**config.mk**
```make
export PLATFORM = sky130hd
export DESIGN_NAME = elevator_sched
export DESIGN_NICKNAME = d
export VERILOG_FILES = /design/src/rtl/elevator_sched.sv
export SDC_FILE = /design/constraint.sdc
export NUM_CORES = 1
export LEC_CHECK = 0
export BUFFER_PORTS_ARGS = -buffer_cell sky130_fd_sc_hd__buf_2
export CAP_MARGIN = 20
export CORE_MARGIN = 5
export CORE_UTILIZATION = 35
export CTS_BUF_LIST = sky130_fd_sc_hd__clkbuf_2 sky130_fd_sc_hd__clkbuf_4 sky130_fd_sc_hd__clkbuf_8
export CTS_CLUSTER_SIZE = 14
export DETAILED_ROUTE_END_ITERATION = 8
export PLACE_DENSITY_LB_ADDON = 0.3
export SYNTH_ARGS = -nofsm -noshare
export SYNTH_HDL_FRONTEND = slang
export SYNTH_SLANG_ARGS = --single-unit
```
**constraint.sdc**
```tcl
create_clock -name clk -period 3.1 [get_ports clk]
set_clock_uncertainty 0.2 [all_clocks]
set_input_delay 0.31 -clock clk [delete_from_list [all_inputs] [get_ports clk]]
set_output_delay 0.31 -clock clk [all_outputs]
set_load 0.02 [all_outputs]
```
**src/rtl/elevator_sched.sv**
```systemverilog
// Elevator call scheduler: synchronised (optionally debounced) call switches,
// latched floor requests and a single-car SCAN controller with door timing.
// Optional feature macro: ELEVATOR_SCHED_DEBOUNCE_EN enables per-switch debounce.
module elevator_sched #(
    parameter int unsigned NFLOORS    = 4,
    parameter int unsigned TRAVEL_CYC = 50000000,
    parameter int unsigned DOOR_CYC   = 100000000,
    parameter int unsigned DB_CYC     = 500000
) (
    input  logic               clk,
    input  logic               rst,
    input  logic [NFLOORS-1:0] sw,
    output logic [NFLOORS-1:0] led_floor,
    output logic [NFLOORS-1:0] led_req,
    output logic               led_door,
    output logic               led_up,
    output logic               led_down
);

    localparam int unsigned CW   = (NFLOORS > 2) ? $clog2(NFLOORS) : 1;
    localparam int unsigned TMAX = (TRAVEL_CYC > DOOR_CYC) ? TRAVEL_CYC : DOOR_CYC;
    localparam int unsigned TW   = $clog2(TMAX + 1);

    typedef enum logic [1:0] {S_IDLE, S_UP, S_DOWN, S_DOOR} state_e;

    logic [NFLOORS-1:0] sync1_q, sync2_q, clean_c, prev_q, armed_q, press_c;
    logic [1:0]         valid_q;

    // Two-flop synchroniser, edge history and arming against switches held through reset
    always_ff @(posedge clk or posedge rst) begin
        if (rst) begin
            sync1_q <= '0;
            sync2_q <= '0;
            prev_q  <= '0;
            armed_q <= '0;
            valid_q <= '0;
        end else begin
            sync1_q <= sw;
            sync2_q <= sync1_q;
            prev_q  <= clean_c;
            valid_q <= {valid_q[0], 1'b1};
            armed_q <= armed_q | ({NFLOORS{valid_q[1]}} & ~sync2_q & ~clean_c);
        end
    end

`ifdef ELEVATOR_SCHED_DEBOUNCE_EN
    localparam int unsigned DBW = $clog2(DB_CYC + 1);

    logic [NFLOORS-1:0] db_q;
    logic [DBW-1:0]     db_cnt_q [NFLOORS];

    // Per-bit debounce: flip the stable value after DB_CYC consecutive differing samples
    always_ff @(posedge clk or posedge rst) begin
        if (rst) begin
            db_q <= '0;
            for (int i = 0; i < int'(NFLOORS); i++) db_cnt_q[i] <= '0;
        end else begin
            for (int i = 0; i < int'(NFLOORS); i++) begin
                if (sync2_q[i] != db_q[i]) begin
                    if (db_cnt_q[i] == DBW'(DB_CYC - 1)) begin
                        db_q[i]     <= sync2_q[i];
                        db_cnt_q[i] <= '0;
                    end else begin
                        db_cnt_q[i] <= db_cnt_q[i] + DBW'(1);
                    end
                end else begin
                    db_cnt_q[i] <= '0;
                end
            end
        end
    end

    assign clean_c = db_q;
`else
    logic unused_db_c;
    assign unused_db_c = (DB_CYC != 32'd0);
    assign clean_c     = sync2_q;
`endif

    assign press_c = clean_c & ~prev_q & armed_q;

    function automatic logic any_above(input logic [NFLOORS-1:0] r, input logic [CW-1:0] c);
        logic hit;
        hit = 1'b0;
        for (int i = 0; i < int'(NFLOORS); i++) if (CW'(i) > c) hit = hit | r[i];
        return hit;
    endfunction

    function automatic logic any_below(input logic [NFLOORS-1:0] r, input logic [CW-1:0] c);
        logic hit;
        hit = 1'b0;
        for (int i = 0; i < int'(NFLOORS); i++) if (CW'(i) < c) hit = hit | r[i];
        return hit;
    endfunction

    state_e             state_q, state_d;
    logic               dir_q, dir_d;          // 1 = up
    logic [CW-1:0]      cur_q, cur_d;
    logic [TW-1:0]      timer_q, timer_d;
    logic [NFLOORS-1:0] req_q, req_d;
    logic [NFLOORS-1:0] led_floor_d;
    logic               led_door_d, led_up_d, led_down_d;
    logic               door_press_c;

    // State register, controller registers and registered outputs
    always_ff @(posedge clk or posedge rst) begin
        if (rst) begin
            state_q   <= S_IDLE;
            dir_q     <= 1'b1;
            cur_q     <= '0;
            timer_q   <= '0;
            req_q     <= '0;
            led_floor <= NFLOORS'(1);
            led_door  <= 1'b0;
            led_up    <= 1'b0;
            led_down  <= 1'b0;
        end else begin
            state_q   <= state_d;
            dir_q     <= dir_d;
            cur_q     <= cur_d;
            timer_q   <= timer_d;
            req_q     <= req_d;
            led_floor <= led_floor_d;
            led_door  <= led_door_d;
            led_up    <= led_up_d;
            led_down  <= led_down_d;
        end
    end

    // Next-state logic: SCAN scheduling, travel and door timing, request latching
    always_comb begin
        state_d      = state_q;
        dir_d        = dir_q;
        cur_d        = cur_q;
        timer_d      = timer_q;
        req_d        = req_q | press_c;
        door_press_c = (state_q == S_DOOR) && press_c[cur_q];
        if (state_q == S_DOOR) req_d[cur_q] = req_q[cur_q];

        case (state_q)
            S_IDLE: begin
                timer_d = '0;
                if (req_q[cur_q]) begin
                    state_d = S_DOOR;
                end else if (dir_q && any_above(req_q, cur_q)) begin
                    state_d = S_UP;
                    dir_d   = 1'b1;
                end else if (any_below(req_q, cur_q)) begin
                    state_d = S_DOWN;
                    dir_d   = 1'b0;
                end else if (any_above(req_q, cur_q)) begin
                    state_d = S_UP;
                    dir_d   = 1'b1;
                end
            end
            S_UP: begin
                if (timer_q == TW'(TRAVEL_CYC - 1)) begin
                    timer_d = '0;
                    if (cur_q != CW'(NFLOORS - 1)) cur_d = cur_q + CW'(1);
                    if (req_q[cur_d])                  state_d = S_DOOR;
                    else if (!any_above(req_q, cur_d)) state_d = S_IDLE;
                end else begin
                    timer_d = timer_q + TW'(1);
                end
            end
            S_DOWN: begin
                if (timer_q == TW'(TRAVEL_CYC - 1)) begin
                    timer_d = '0;
                    if (cur_q != '0) cur_d = cur_q - CW'(1);
                    if (req_q[cur_d])                  state_d = S_DOOR;
                    else if (!any_below(req_q, cur_d)) state_d = S_IDLE;
                end else begin
                    timer_d = timer_q + TW'(1);
                end
            end
            S_DOOR: begin
                if (door_press_c) begin
                    timer_d = '0;
                end else if (timer_q == TW'(DOOR_CYC - 1)) begin
                    state_d = S_IDLE;
                    timer_d = '0;
                end else begin
                    timer_d = timer_q + TW'(1);
                end
            end
            default: state_d = S_IDLE;
        endcase

        if ((state_d == S_DOOR) && (state_q != S_DOOR)) req_d[cur_d] = 1'b0;
    end

    // Output decode from next state, loaded into the output registers
    always_comb begin
        led_floor_d = NFLOORS'(1) << cur_d;
        led_door_d  = (state_d == S_DOOR);
        led_up_d    = (state_d == S_UP);
        led_down_d  = (state_d == S_DOWN);
    end

    assign led_req = req_q;

endmodule

```
==> results of run 1 <==
## final cells by class
type / instances / area [um^2]
Clock buffer: 12 / 153
Multi-Input combinational cell: 212 / 1360
Sequential cell: 61 / 1530
Fill cell: 807 / 4830
Timing Repair Buffer: 26 / 180
Tap cell: 105 / 131
Inverter: 17 / 63.8
Clock inverter: 4 / 47.5
## layer usage
metal / global-route usage / vias up / part of all wire
met1: 0.169 / 1081 / 0.50
met4: 0.0538 / 0 / 0.011
met3: 0.0365 / 9 / 0.038
met5: 0 / - / 0
met2: 0.185 / 42 / 0.45
li1: - / 1104 / -
## critical path: cells and delay by family (launching register included)
kind,cells,cell delay (ns)
AOI/OAI and AO/OA,3,0.66
DFF,1,0.42
and+or+nand+nor,3,1.26
## flip-flops by register name, indices dropped and copies added (netlist names)
| name | count |
|---|---|
| valid_q | 2 |
| dir_q | 1 |
| led_up | 1 |
| timer_q | 27 |
| led_down | 1 |
| prev_q | 4 |
| led_door | 1 |
| cur_q | 2 |
| led_floor | 4 |
| clean_c | 4 |
| armed_q | 4 |
| sync1_q | 4 |
| led_req | 4 |
| state_q | 2 |
## stage by stage
stage / power, mW / area [um^2] / std cells
CTS: 2.31 / 3440 / 435
global route: 2.44 / 3470 / 437
detailed placement: 1.58 / 3200 / 415
finish: 2.28 / 3470 / 437
floorplan: 1.43 / 3020 / 301
global placement: 1.58 / 3200 / 415
## path summary, 6_finish.rpt
path                                  startpoint                     end  slack [ns]
setup / recovery           timer_q[18]$_DFF_PP0_    led_req[2]$_DFF_PP0_        0.44
hold / removal              valid_q[0]$_DFF_PP0_    valid_q[1]$_DFF_PP0_        0.15
setup reg to reg           timer_q[18]$_DFF_PP0_    led_req[2]$_DFF_PP0_        0.44
hold reg to reg             valid_q[0]$_DFF_PP0_    valid_q[1]$_DFF_PP0_        0.15
max in group asynchronous                    rst  led_floor[0]$_DFF_PP1_        1.83
min in group asynchronous                    rst    sync1_q[0]$_DFF_PP0_        0.18
## power by group through the flow
| stage | Sequential, mW | Clock, mW | Combinational [mW] |
|---|---|---|---|
| floorplan | 0.922 | 0 | 0.512 |
| global placement | 0.909 | 0 | 0.672 |
| detailed placement | 0.909 | 0 | 0.671 |
| CTS | 0.894 | 0.737 | 0.680 |
| global route | 0.902 | 0.773 | 0.766 |
| finish | 0.893 | 0.714 | 0.674 |
## logic make-up after synthesis
logic type / after synthesis
compound gates: 58
flops: 61
mux: 4
simple gates: 119
fa+ha+maj: 6
buf+inv: 28
other cells: 1
xor+xnor: 24
## cells in the mapped netlist, types with 2 or more instances
library cell / count / share of area
a21o_1: 6 / 0.015
a21oi_1: 17 / 0.028
a221oi_1: 2 / 0.0058
a31oi_1: 3 / 0.0062
and2_1: 2 / 0.0041
and3_1: 2 / 0.0041
and3_2: 3 / 0.0075
and3b_1: 4 / 0.012
buf_2: 3 / 0.0050
clkbuf_1: 6 / 0.0075
dfrtp_1: 59 / 0.49
dfstp_2: 2 / 0.017
ha_1: 6 / 0.025
inv_1: 17 / 0.021
mux4_2: 2 / 0.015
nand2_1: 15 / 0.019
nand2b_1: 4 / 0.0083
nand3_1: 18 / 0.030
nand4_1: 5 / 0.010
nor2_1: 43 / 0.053
nor2b_1: 2 / 0.0041
nor3_1: 10 / 0.017
nor4_1: 2 / 0.0041
o211ai_1: 2 / 0.0050
o21a_1: 3 / 0.0075
o21ai_0: 8 / 0.013
o22ai_1: 4 / 0.0083
xnor2_1: 13 / 0.038
xor2_1: 11 / 0.032
## cells in the final DEF (no fill, tap or decap), types with 2 or more instances in the layout
master and n:
nand4_1 5, buf_2 16, clkbuf_4 2, a21o_1 6, dfstp_2 2, nand2_1 15, nor3_1 10, inv_1 16
dlygate4sd3_1 5, nand2b_1 4, and3_2 3, o21a_1 3, clkinv_2 2, o22ai_1 4, xnor2_1 13, and3b_1 4
a21oi_1 17, a31oi_1 3, nor4_1 2, nor2b_1 2, o21ai_0 8, nand3_1 18, and2_1 2, buf_4 4
xor2_1 11, mux4_2 2, dfrtp_1 59, o211ai_1 2, nor2_1 43, clkbuf_8 10, ha_1 6, a221oi_1 2
and3_1 2
==> metrics.txt, run 1 <==
Worst Slack Setup Final 0.442 ns; GPL Wtd Cong 0.798; Synth Area in Compound Gates 0.133; TritonCTS Buffers 9; Starting Density 0.364; worst reg2reg path depth 6; H-tree levels 3; first-pass GRT wire length 10.1 mm; fin. max-slew vios 0; sequential area share after synthesis 0.507; WHS 0.149 ns; Switch Pwr 0.783 mW; I/O pins 17; kind of critical path reg -> reg; critical path startpoint category flop; crit-path max cell delay 0.54 ns; Tcrit/Tclk final 0.857; final net count 339; Switching Fraction 0.343; Adder-Cell Fraction of Synth Area 0.0249; Worst EP arrival 2.66 ns; Synth Register Bits 61; Synth Cell Area 0.00302 mm^2; YS warnings 0; synth unique cells 56; max frequency 376 MHz; Synth Area in XOR/XNOR 0.0697; die height 103 um; Max-slew headroom 0.577; post-CTS setup buffers 0; Setup Viol. Count Final 0; vias per cell 5.12; DP Worst Slack 0.436 ns; Flop pwr share 0.391; Crit. End Element flop; Synth Instances 301; DR pass1 iterations 4; via count 2236; worst slew pin tran 0.628 ns; Hold Crit Class reg -> reg; overall die area 0.0106 mm^2; final hold violation count 0; crit path cell chain or4b_4, or4_4, nor2_4, a21oi_2, o32ai_2, a21oi_1; Comb pwr share 0.296; mux cell area share after synthesis 0.0220; outcome finished, final reports clean; total track usage 0.124; Final TNS setup 0 ns; n_diodes 0; internal power 1.50 mW; CP max stage cell or4_4; synthesis-to-layout area growth 14.9%; CP Max Fanout 7; hold path depth 0; fin crit period 2.66 ns; routed wire length 5.85 mm; largest net degree at the start of global routing 48; antenna-violating nets left 0; Residual DRC 0; Leak 1.43 nW; fraction of registers with async set/reset 1.00; average instance area after synthesis 10.0 um^2; CTS Root Cell clkbuf_8; Row Count 33; maximum vdd drop 0.000270 V; max_cap viols 0; Die Span X 103 um; vias in the first global route 2137; post-cts gate resize count 0; CORE AREA 0.00830 mm^2; # clock sinks 61; Worst Path Required 3.10 ns; largest family of logic cells by synthesized area simple AND/OR/NAND/NOR gates; Synthesized Nets 313; P per Cell Area 658 mW/mm^2; Clock Path Buffers 2; final core utilization 0.418; simple-gate share of the synthesized area 0.201; drt wl/cell 13.4 um; Worst-path clk slew 0.07 ns; Post-synth EDFFs 0; Hold Buf Count CTS 4; HPWL after detailed placement 4.04 mm; RSZ-0062 raised after global routing no; main flop type after synthesis dfrtp_1; DRC marker count from the first detailed-route iteration 145; clk_lat worst skew 0.34 ns; GRT overflow 0; share of layout cells above drive strength 1 0.166; Port Buffers 16; initial antenna violation count 0; Clock Power Share 0.313; CTS tree done
Note: power is estimated with default switching activity, not from simulation.
==> run 2, diff against run 1 <==
--- a/config.mk
+++ b/config.mk
@@ -5,7 +5,7 @@
 export SDC_FILE = /design/constraint.sdc
 export NUM_CORES = 1
 export LEC_CHECK = 0
-export BUFFER_PORTS_ARGS = -buffer_cell sky130_fd_sc_hd__buf_2
+export BUFFER_PORTS_ARGS = -buffer_cell sky130_fd_sc_hd__buf_4
 export CAP_MARGIN = 20
 export CORE_MARGIN = 5
 export CORE_UTILIZATION = 35
==> run 2 against run 1 <==
  * The run now ends with negative hold slack left
  * Die area unchanged
  * Highest routed layer unchanged
  * Hold slack worse by 0.16 ns
  * Clock power grew 12%
  * First-iteration DRC count shrank 34%
  * Setup slack improved by 0.012 ns
  * Sequential share of layout area down 0.43 points
  * Critical path type unchanged
  * Final cell count is 0.69% lower
  * Wire length grew 0.70%
==> metrics.txt, run 2 (synthesis results as in run 1) <==
critical path startpoint category flop; CTS tree done; Switch Pwr 0.810 mW (+3.4%); post-CTS setup buffers 0 (unchanged); DRC marker count from the first detailed-route iteration 96 (-34%); fin. max-slew vios 0 (unchanged); Max-slew headroom 0.491 (-0.0866); fin cells 434 (-0.69%); outcome finished, violations left; GPL Wtd Cong 0.793 (-0.63%); Cells after DPL 414 (-0.24%); most common cell after layout, fill and taps aside dfrtp_1; post-cts gate resize count 0 (unchanged); Worst EP arrival 2.65 ns (about the same); Switching Fraction 0.339 (-0.00427); total track usage 0.124 (+0.000124); Tcrit/Tclk final 0.853 (-0.00397); GRT overflow 0 (unchanged); Worst Path Required 3.11 ns (about the same); Clock Power Share 0.336 (+0.023); most frequent cells in the layout 59 x dfrtp_1, 43 x nor2_1, 19 x buf_4; clk_lat worst skew 0.33 ns (about the same); vias per cell 5.10 (-0.34%); failing checks negative hold slack; CORE AREA 0.00830 mm^2 (unchanged); Die Span X 103 um (unchanged); antenna-violating nets left 0 (unchanged); Setup Viol. Count Final 0 (unchanged); final core utilization 0.422 (+0.00407); max reg flops 27 (unchanged); fin crit period 2.65 ns (-0.0123 ns); overall die area 0.0106 mm^2 (unchanged); Port Buffers 16 (unchanged); Flop pwr share 0.374 (-0.017); max frequency 378 MHz (+0.46%); n_diodes 0 (unchanged); I/O pins 17 (unchanged); Leak 1.43 nW (+0.31%); largest net degree at the start of global routing 62 (+29%); RSZ-0062 raised after global routing no; Starting Density 0.364 (unchanged); area of the multi-input gates 0.00136 mm^2 (unchanged); Clock Path Buffers 2 (unchanged); first-pass GRT wire length 10.2 mm (+1.4%); synthesis-to-layout area growth 16.0%; DP Worst Slack 0.453 ns (+0.0169 ns); Final TNS setup 0 ns (unchanged); # clock sinks 61 (unchanged); P per Cell Area 682 mW/mm^2 (+3.7%); Crit. End Element flop; H-tree levels 3 (unchanged); Comb pwr share 0.290 (-0.006); worst slew pin tran 0.764 ns (+0.136 ns); Row Count 33 (unchanged); drt wl/cell 13.6 um (+1.4%); final hold violation count 7 (+7); CP Max Fanout 7 (unchanged); CTS Root Cell clkbuf_8; kind of critical path reg -> reg; routed wire length 5.89 mm (+0.70%); post-route design area 0.00350 mm^2 (+0.97%); via count 2213 (-1.0%); Residual DRC 0 (unchanged); Reg with most FFs timer_q; HPWL after detailed placement 4.01 mm (-0.72%); Hold Crit Class in -> async; TritonCTS Buffers 9 (unchanged); Pwr Total 2.39 mW (+4.7%); die height 103 um (unchanged); Worst Slack Setup Final 0.454 ns (+0.0123 ns); final net count 336 (-0.88%); share of layout cells above drive strength 1 0.161 (-0.00457); maximum vdd drop 0.000246 V (-8.8%); internal power 1.58 mW (+5.4%); vias in the first global route 2081 (-2.6%); Storage cell area 0.00153 mm^2 (unchanged); max_cap viols 0 (unchanged); initial antenna violation count 0 (unchanged); Worst-path clk slew 0.07 ns (about the same); filler instances 780 (-3.3%); DR pass1 iterations 4 (unchanged); WHS -0.0121 ns (-0.161 ns); Cell Area, Placed 0.00323 mm^2 (+1.0%)
## run 2: changes by cell type in the layout (fill, tap and decap cells not counted)
cell           previous run  this run
inv_6                     0         1
buf_2                    16         0
buf_4                     4        19
dlygate4sd3_1             5         4
clkinv_2                  2         0
clkinv_4                  0         2
clkbuf_4                  2         0
bufinv_16                 1         2
buf_12                    1         0
## run 2: final cells by class
cell class / instances / share of cell area
sequential: 61 / 0.437
inverter: 17 / 0.0182
clock buffer: 10 / 0.0393
clock inverter: 6 / 0.0268
tap: 105 / 0.0375
timing repair buffer: 23 / 0.0522
multi-input combinational: 212 / 0.389
## run 2: critical path, stage by stage, from the launching register on
cell and delay, ns:
dfrtp_1 0.40, or4b_4 0.54, or4_4 0.54, nor2_4 0.19
a21oi_2 0.12, o32ai_2 0.40, a21oi_1 0.12
## run 2: power groups by stage
stage	clock, mW	sequential, mW	combinational (mW)
2_1_floorplan	0	0.922	0.512
3_3_place_gp	0	0.909	0.686
3_5_place_dp	0	0.910	0.689
4_1_cts	0.830	0.895	0.698
5_1_grt	0.860	0.902	0.781
6_report	0.803	0.893	0.692
## run 2: timing repair
action | CTS | global route
setup endpoints to repair | 0 | 0
endpoints found under the hold margin | 4 | 0
hold buffers | 4 | 0
## run 2: final timing paths
path                                           start                endpoint  slack (ns)  cells past startpoint
worst max register to register  timer_q[7]$_DFF_PP0_    led_req[2]$_DFF_PP0_        0.45                      6
worst max-delay path            timer_q[7]$_DFF_PP0_    led_req[2]$_DFF_PP0_        0.45                      6
max in group asynchronous                        rst  led_floor[2]$_DFF_PP0_        2.20                      3
min in group clk                sync1_q[3]$_DFF_PP0_    clean_c[3]$_DFF_PP0_        0.15                      0
worst min register to register  sync1_q[3]$_DFF_PP0_    clean_c[3]$_DFF_PP0_        0.15                      0
worst min-delay path                             rst    valid_q[0]$_DFF_PP0_       -0.01                      3
## run 2: per-layer routing
metal	routed length [um]	track usage
met5	0	0
met4	61	0.0359
met3	340	0.0426
met2	2590	0.180
met1	2900	0.178
